--- src/rtl/cpu_control_unit_if.sv ---
// Instruction-memory fetch bus between the control unit (master) and the
// instruction memory (slave): request/address out, valid/data back.
interface cpu_control_unit_if #(
  parameter int PC_WIDTH    = 8,
  parameter int INSTR_WIDTH = 32
);
  logic                   imem_req;
  logic [PC_WIDTH-1:0]    imem_addr;
  logic                   imem_valid;
  logic [INSTR_WIDTH-1:0] imem_data;

  modport master (
    output imem_req,
    output imem_addr,
    input  imem_valid,
    input  imem_data
  );

  modport slave (
    input  imem_req,
    input  imem_addr,
    output imem_valid,
    output imem_data
  );
endinterface

--- src/rtl/cpu_control_unit.sv ---
// Multi-cycle control unit for the 8-bit CPU: fetch over a req/valid bus,
// decode, then hold datapath controls through EXECUTE and WRITEBACK.
module cpu_control_unit #(
  parameter int PC_WIDTH    = 8,
  parameter int INSTR_WIDTH = 32
) (
  input  logic               clk,
  input  logic               rst,
  input  logic               start_i,
  cpu_control_unit_if.master imem,
  output logic [2:0]         alu_sel_o,
  output logic               imm_sel_o,
  output logic               neg_sel_o,
  output logic [2:0]         dest_addr_o,
  output logic [2:0]         src1_addr_o,
  output logic [2:0]         src2_addr_o,
  output logic [7:0]         immediate_o,
  output logic               reg_write_en_o,
  output logic               busy_o,
  output logic               halted_o,
  output logic               illegal_o
);

  typedef enum logic [2:0] {
    S_IDLE, S_FETCH, S_DECODE, S_EXECUTE, S_WRITEBACK, S_HALT
  } state_t;

  state_t                 state_q;
  logic [PC_WIDTH-1:0]    pc_q;
  logic [INSTR_WIDTH-1:0] instr_q;
  logic [2:0]             alu_sel_q;
  logic                   imm_sel_q;
  logic                   neg_sel_q;
  logic [2:0]             dest_addr_q;
  logic [2:0]             src1_addr_q;
  logic [2:0]             src2_addr_q;
  logic [7:0]             immediate_q;
  logic                   write_ok_q;
  logic                   reg_write_en_q;
  logic                   illegal_q;

  logic [7:0] opcode;
  logic [2:0] alu_sel_d;
  logic       imm_sel_d;
  logic       neg_sel_d;
  logic       write_ok_d;
  logic       halt_d;
  logic       illegal_d;

  assign opcode = instr_q[31:24];

  always_comb begin
    alu_sel_d  = 3'b000;
    imm_sel_d  = 1'b0;
    neg_sel_d  = 1'b0;
    write_ok_d = 1'b1;
    halt_d     = 1'b0;
    illegal_d  = 1'b0;
    case (opcode)
      8'h00: imm_sel_d = 1'b1;
      8'h01: alu_sel_d = 3'b000;
      8'h02: alu_sel_d = 3'b001;
      8'h03: begin
        alu_sel_d = 3'b001;
        neg_sel_d = 1'b1;
      end
      8'h04: alu_sel_d = 3'b010;
      8'h05: alu_sel_d = 3'b011;
      8'hFF: begin
        halt_d     = 1'b1;
        write_ok_d = 1'b0;
      end
      default: begin
        illegal_d  = 1'b1;
        write_ok_d = 1'b0;
      end
    endcase
  end

  always_ff @(posedge clk or posedge rst) begin
    if (rst) begin
      state_q        <= S_IDLE;
      pc_q           <= '0;
      instr_q        <= '0;
      alu_sel_q      <= 3'b000;
      imm_sel_q      <= 1'b0;
      neg_sel_q      <= 1'b0;
      dest_addr_q    <= 3'b000;
      src1_addr_q    <= 3'b000;
      src2_addr_q    <= 3'b000;
      immediate_q    <= 8'h00;
      write_ok_q     <= 1'b0;
      reg_write_en_q <= 1'b0;
      illegal_q      <= 1'b0;
    end else begin
      // Strobes are single-cycle; every other control holds until the next DECODE.
      reg_write_en_q <= 1'b0;
      illegal_q      <= 1'b0;
      case (state_q)
        S_IDLE: begin
          if (start_i) state_q <= S_FETCH;
        end
        S_FETCH: begin
          if (imem.imem_valid) begin
            instr_q <= imem.imem_data;
            state_q <= S_DECODE;
          end
        end
        S_DECODE: begin
          alu_sel_q   <= alu_sel_d;
          imm_sel_q   <= imm_sel_d;
          neg_sel_q   <= neg_sel_d;
          dest_addr_q <= instr_q[18:16];
          src1_addr_q <= instr_q[10:8];
          src2_addr_q <= instr_q[2:0];
          immediate_q <= instr_q[7:0];
          write_ok_q  <= write_ok_d;
          illegal_q   <= illegal_d;
          state_q     <= halt_d ? S_HALT : S_EXECUTE;
        end
        S_EXECUTE: begin
          reg_write_en_q <= write_ok_q;
          state_q        <= S_WRITEBACK;
        end
        S_WRITEBACK: begin
          pc_q    <= pc_q + PC_WIDTH'(1);
          state_q <= S_FETCH;
        end
        S_HALT: state_q <= S_HALT;
        default: state_q <= S_IDLE;
      endcase
    end
  end

  // Only the low three bits of each register field address the 8-entry file.
  logic unused_fields;
  assign unused_fields = ^{instr_q[23:19], instr_q[15:11], instr_q[INSTR_WIDTH-1:32-1] & 1'b0};

  assign imem.imem_req  = (state_q == S_FETCH);
  assign imem.imem_addr = pc_q;

  assign alu_sel_o      = alu_sel_q;
  assign imm_sel_o      = imm_sel_q;
  assign neg_sel_o      = neg_sel_q;
  assign dest_addr_o    = dest_addr_q;
  assign src1_addr_o    = src1_addr_q;
  assign src2_addr_o    = src2_addr_q;
  assign immediate_o    = immediate_q;
  assign reg_write_en_o = reg_write_en_q;
  assign illegal_o      = illegal_q;
  assign busy_o         = (state_q != S_IDLE) && (state_q != S_HALT);
  assign halted_o       = (state_q == S_HALT);

endmodule

--- src/flat_wrapper.sv ---
// flat-port wrapper written by rule: the top's interface ports become plain ports
module cpu_control_unit_flat 
#(
  parameter int PC_WIDTH    = 8,
  parameter int INSTR_WIDTH = 32
)
  (clk, rst, start_i, alu_sel_o, imm_sel_o, neg_sel_o, dest_addr_o, src1_addr_o, src2_addr_o, immediate_o, reg_write_en_o, busy_o, halted_o, illegal_o, imem_imem_req, imem_imem_addr, imem_imem_valid, imem_imem_data);
  cpu_control_unit_if #(.PC_WIDTH(PC_WIDTH), .INSTR_WIDTH(INSTR_WIDTH)) imem_i ();
  input  logic clk;
  input  logic rst;
  input  logic start_i;
  output logic [2:0] alu_sel_o;
  output logic imm_sel_o;
  output logic neg_sel_o;
  output logic [2:0] dest_addr_o;
  output logic [2:0] src1_addr_o;
  output logic [2:0] src2_addr_o;
  output logic [7:0] immediate_o;
  output logic reg_write_en_o;
  output logic busy_o;
  output logic halted_o;
  output logic illegal_o;
  output wire logic [$bits(imem_i.imem_req)-1:0] imem_imem_req;
  output wire logic [$bits(imem_i.imem_addr)-1:0] imem_imem_addr;
  input wire logic [$bits(imem_i.imem_valid)-1:0] imem_imem_valid;
  input wire logic [$bits(imem_i.imem_data)-1:0] imem_imem_data;
  assign imem_imem_req = imem_i.imem_req;
  assign imem_imem_addr = imem_i.imem_addr;
  assign imem_i.imem_valid = imem_imem_valid;
  assign imem_i.imem_data = imem_imem_data;
  cpu_control_unit #(.PC_WIDTH(PC_WIDTH), .INSTR_WIDTH(INSTR_WIDTH)) u_core (.clk(clk), .rst(rst), .start_i(start_i), .imem(imem_i), .alu_sel_o(alu_sel_o), .imm_sel_o(imm_sel_o), .neg_sel_o(neg_sel_o), .dest_addr_o(dest_addr_o), .src1_addr_o(src1_addr_o), .src2_addr_o(src2_addr_o), .immediate_o(immediate_o), .reg_write_en_o(reg_write_en_o), .busy_o(busy_o), .halted_o(halted_o), .illegal_o(illegal_o));
endmodule
--- config.mk ---
export PLATFORM = sky130hd
export DESIGN_NAME = cpu_control_unit_flat
export DESIGN_NICKNAME = d
export VERILOG_FILES = /design/src/rtl/cpu_control_unit_if.sv /design/src/rtl/cpu_control_unit.sv /design/src/flat_wrapper.sv
export SDC_FILE = /design/constraint.sdc
export NUM_CORES = 1
export LEC_CHECK = 0
export ABC_AREA = 1
export CAP_MARGIN = 20
export CORE_UTILIZATION = 45
export DETAILED_ROUTE_END_ITERATION = 8
export PLACE_DENSITY = 0.78
export SLEW_MARGIN = 20
export SYNTH_ARGS = -nofsm -noshare
export SYNTH_HDL_FRONTEND = slang
export SYNTH_SLANG_ARGS = --single-unit
--- constraint.sdc ---
create_clock -name clk -period 3.1 [get_ports clk]
set_input_delay 0.465 -clock clk [delete_from_list [all_inputs] [get_ports clk]]
set_output_delay 0.465 -clock clk [all_outputs]
set_load 0.02 [all_outputs]
# Word level (Yosys, flattened, before mapping)
# Cells that the tools add are included.
# word_totals
reg_bits,68
output_inout_bits,35
# classes
n_addsub,1
n_eq_ne,14
n_mux,12
reduce_logical,9
# op_table
cell,count
$pmux W3 S6,1
$eq A8 B2 Y1 const B,2
$eq A8 B3 Y1 const B,2
$mux W3,3
$add A8 B1 Y8 const B,1
$eq A8 B1 Y1 const B,1
$eq A8 B8 Y1 const B,1
$logic_not A8 Y1,1
$mux W1,7
$reduce_or A7 Y1,1
$eq A3 B2 Y1 const B,2
$eq A3 B3 Y1 const B,2
$pmux W2 S3,1
$reduce_or A6 Y1,1
$reduce_and A2 Y1,2
$eq A3 B1 Y1 const B,1
$logic_not A3 Y1,1
$ne A3 B3 Y1 const B,1
$reduce_bool A3 Y1,1
$ne A2 B1 Y1 const B,1
$ne A2 B2 Y1 const B,1
$reduce_or A2 Y1,1
$logic_and A1 B1 Y1,1

# Logic depth before layout (Yosys ltp)
# depth
depth_word,4
mapped_depth,8
depth_no_buf,7

# Worst setup path after synthesis
# Ideal clock, no wire load.
# synth_timing
kind,register to output
from,register u_core.state_q[2]
to,output port busy_o
arrival_time_ps,1063
path_slack_ps,1572
path_stages_with_launch,4
n_path_buf,0
cell_sequence,dfrtp_1 -> nand3_1 -> inv_1 -> a21oi_1
# synth_between
elab_chain_len,2
# synth_rtl
element,line,text
from (decl),cpu_control_unit.sv:28,state_t state_q;
from (signal assigned),cpu_control_unit.sv:119,state_q <= halt_d ? S_HALT : S_EXECUTE;
$ne A3 B3 Y1 or $reduce_bool A3 Y1 (tied branches),cpu_control_unit.sv:151,assign busy_o = (state_q != S_IDLE) && (state_q != S_HALT);
$logic_and A1 B1 Y1 (*),cpu_control_unit.sv:151,
to (decl),flat_wrapper.sv:20,output logic busy_o;
# Mark *: on every way between the ends. The rest lies on a longest branch, timed or not.

# Worst setup path in the final report
# layout_timing
from,register u_core.state_q[2]
to,output port imem_imem_req
# layout_between
elab_chain_len,1
# layout_rtl
element,line,text
$eq A3 B1 Y1,cpu_control_unit.sv:139,assign imem.imem_req = (state_q == S_FETCH);
to (decl),flat_wrapper.sv:23,output wire logic [$bits(imem_i.imem_req)-1:0] imem_imem_req;
# No other way between the ends.

==> results.py <==
metrics = {
    "clock_network": {
        "path_clk_slew_ns": 0.09,
        "cts_resized": 0,
        "cts_tree": "yes",
        "cts_root_buffer": "clkbuf_8",
        "cts.hold.buffers_added": 0,
        "cts_inserted_buffers": 5,
        "htree_num_levels": 2,
        "clk_latency_ns": 0.30,
        "cts_setup_buffers": 0,
        "cts_max_path_buffers": 2,
        "cts.sinks": 54,
    },
    "pwr": {
        "switching_part_of_the_total_pct": 40.7,
        "power.clock.fraction_pct": 13.3,
        "intPower_mw": 1.63,
        "p_sw_mw": 1.12,
        "p_seq_share_pct": 43.6,
        "power_per_cell_area_mw_per_mm2": 887,
        "gate_power_share_pct": 43.1,
        "leakagePower_nw": 1.55,
        "ir_drop_v": 0.000408,
    },
    "setup_path": {
        "worst_r2r_path_depth": 4,
        "r2r_end": "u_core.alu_sel_o[1]",
        "crit_fanout": 25,
        "worst_setup_path_end_kind": "primary output",
        "critical_path_destination": "imem_imem_req",
        "cp-start-kind": "flip-flop",
        "worst-setup-path-type": "flip-flop to primary output",
        "worst-r2r-setup-slack_ns": 1.39,
        "critPathSlowestCell": "clkdlybuf4s50_1",
        "required_ns": 2.63,
        "worstReg2RegStart": "u_core.state_q[2]",
        "worstPathArrival_ns": 1.94,
        "slowest_delay_ns": 0.65,
        "worstSetupStartpoint": "u_core.state_q[2]",
        "crit_chain": "nor2_4 > nand2_2 > inv_4 > clkdlybuf4s50_1",
    },
    "sta": {
        "achievable-frequency_mhz": 415,
        "number_of_max_slew_violations_in_the_final_report": 0,
        "final_min_period_over_clock_period_pct": 77.7,
        "setup_viol_count_final": 0,
        "finClkSkew_ns": 0.00448,
        "finalHoldViolations": 0,
        "final.setup.tns_ns": 0,
        "relative_slew_margins_pct": 58.7,
        "final.min_clock_period_ns": 2.41,
        "fin_worst_hold_slack_ns": 0.469,
        "setup_repair_after_global_routing_missed_its_margin": "no",
        "max_slew.worst_pin.slew_ns": 0.617,
    },
    "floorplan": {
        "die_width_um": 75.1,
        "core_ar_mm2": 0.00514,
        "floorplan.initialDensity_pct": 46.7,
        "top_level_ports": 71,
        "rows": 26,
        "dieArea_mm2": 0.00563,
        "floorplan.die.height_um": 75.1,
    },
    "global_routing": {
        "overflow": 0,
        "grt_max_degree": 26,
        "globalRouteTotalUtil_pct": 19.7,
        "antenna_violations_before_repair": 0,
        "grt_pass1_wl_um": 8250,
        "first_global_vias": 1860,
    },
    "detailed_routing": {
        "detailed_routing_iterations_pass_1": 4,
        "drt.antenna.violating_nets": 0,
        "wl_per_cell_um": 11.5,
        "viasPerCell": 4.78,
        "drt_drc_violations_left": 0,
        "first_iter_violations": 63,
        "detail_route.wirelength_um": 4860,
        "vias": 2016,
    },
    "synthesis": {
        "synth_enable_flop_cells": 0,
        "synth.net_count": 333,
        "syn_avg_cell_area_um2": 8.12,
        "synth_seq_cells": 54,
        "asyncSetResetFlopFracSynth_pct": 100,
        "synth_top_cell_by_area": "dfrtp_1",
        "synth_cells": 296,
        "post_synth_most_frequent_cells": "137 x nand2_1, 54 x dfrtp_1, 30 x nand3_1",
        "synth.most_common_cell": "nand2_1",
        "netlist_top_cells_area": "dfrtp_1 56%, nand2_1 21%, nand3_1 6.3%",
        "most_used_dff_post_synth": "dfrtp_1",
        "post_synthesis_cell_type_count": 23,
        "synthesis.area_mm2": 0.00240,
        "yosysWarnings": 0,
        "share_of_the_synthesized_area_in_the_top_cell_type_pct": 56.3,
        "yosysSeqAreaShare_pct": 56.3,
    },
    "job": {
        "cap_violations": 0,
    },
    "worst_hold_path": {
        "min_path_type": "input pin to async pin",
    },
    "final_layout": {
        "drive_above_1_share_pct": 5.97,
        "insertedDiodeCount": 0,
        "final_nets": 389,
        "layout-area-overhead-vs-synth_pct": 29.1,
    },
    "run_status": {
        "outcome": "finished, final reports clean",
    },
    "place": {
        "gp_congestion": 0.787,
        "number_of_i_o_port_buffers": 59,
        "dp_hpwl_um": 3570,
    },
}
cell type report:
| type | instances | area [um^2] |
|---|---|---|
| Multi-Input combinational cell | 207 | 885 |
| Fill cell | 522 | 2040 |
| Inverter | 21 | 81.3 |
| Timing Repair Buffer | 63 | 621 |
| Tap cell | 70 | 87.6 |
| Clock buffer | 7 | 76.3 |
| Sequential cell | 54 | 1350 |
cells in the final DEF (no fill, tap or decap), types with 3 or more instances in the layout:
| master | n |
|---|---|
| clkdlybuf4s50_1 | 59 |
| inv_1 | 15 |
| clkbuf_8 | 5 |
| o21ai_1 | 4 |
| nand3_1 | 30 |
| nor2_1 | 15 |
| nor3_1 | 3 |
| buf_4 | 4 |
| nand2_2 | 3 |
| inv_2 | 5 |
| nand2_1 | 137 |
| o21ai_0 | 3 |
| dfrtp_1 | 54 |
per-layer routing:
layer / GRT usage [%] / part of all wire [%] / up-vias
li1: - / - / 1018
met5: 0 / 0 / -
met4: 6.50 / 1.4 / 0
met3: 5.35 / 4.0 / 7
met1: 26.0 / 47 / 948
met2: 31.6 / 48 / 43
power by group through the flow:
stage               clock, mW  combinational, mW  sequential, mW
detailed placement          0               1.20            1.21
CTS                     0.375               1.20            1.20
global route            0.401               1.32            1.24
floorplan                   0              0.641            1.31
finish                  0.365               1.19            1.20
global placement            0               1.16            1.20
through the flow:
stage	cell area [um^2]	setup slack [ns]	power [mW]	std cells	util, %
6_report	3100	0.691	2.75	422	60.3
5_1_grt	3100	0.623	2.96	422	60.3
4_1_cts	3100	0.693	2.77	422	60.3
3_5_place_dp	3030	1.03	2.41	415	58.9
3_3_place_gp	3030	1.06	2.36	415	58.9
2_1_floorplan	2400	1.32	1.95	296	-
worst max-delay path, delay by kind of cell (launching register included):
| family | cells | cell delay, ns |
|---|---|---|
| buffers and inverters | 2 | 0.86 |
| flip-flops | 1 | 0.50 |
| AND/OR/NAND/NOR | 2 | 0.27 |
cell families (layout without fill, tap and decap cells):
logic type               after synthesis  in the layout  synth area share [%]
AO/OA/AOI/OAI                          9              9                  1.87
XOR/XNOR                               3              3                  1.09
adder cells (fa/ha/maj)                1              1                 0.521
buffers and inverters                 35             91                  6.93
flip-flops                            54             54                  56.3
other                                  1              1                 0.156
AND/OR/NAND/NOR                      193            193                  33.2
flip-flops by register name (all words and copies together), names as in the netlist:
register / count
u_core.src1_addr_o: 3
u_core.imm_sel_o: 1
u_core.instr_q: 22
u_core.dest_addr_o: 3
u_core.neg_sel_o: 1
u_core.reg_write_en_o: 1
u_core.imem.imem_addr: 8
u_core.write_ok_q: 1
u_core.alu_sel_o: 2
u_core.illegal_o: 1
u_core.state_q: 3
u_core.immediate_o: 8
worst min path at each step:
stage | end | slack [ns] | cells after the start
3_3_place_gp | u_core.immediate_o[7] | 0.45 | 2
5_1_grt | u_core.instr_q[9] | 0.49 | 2
3_5_place_dp | u_core.immediate_o[6] | 0.46 | 2
4_1_cts | u_core.imem.imem_addr[7] | 0.48 | 2
6_report | u_core.imem.imem_addr[7] | 0.47 | 2
2_1_floorplan | u_core.instr_q[0] | 0.44 | 2
(Power assumes the default switching activity.)
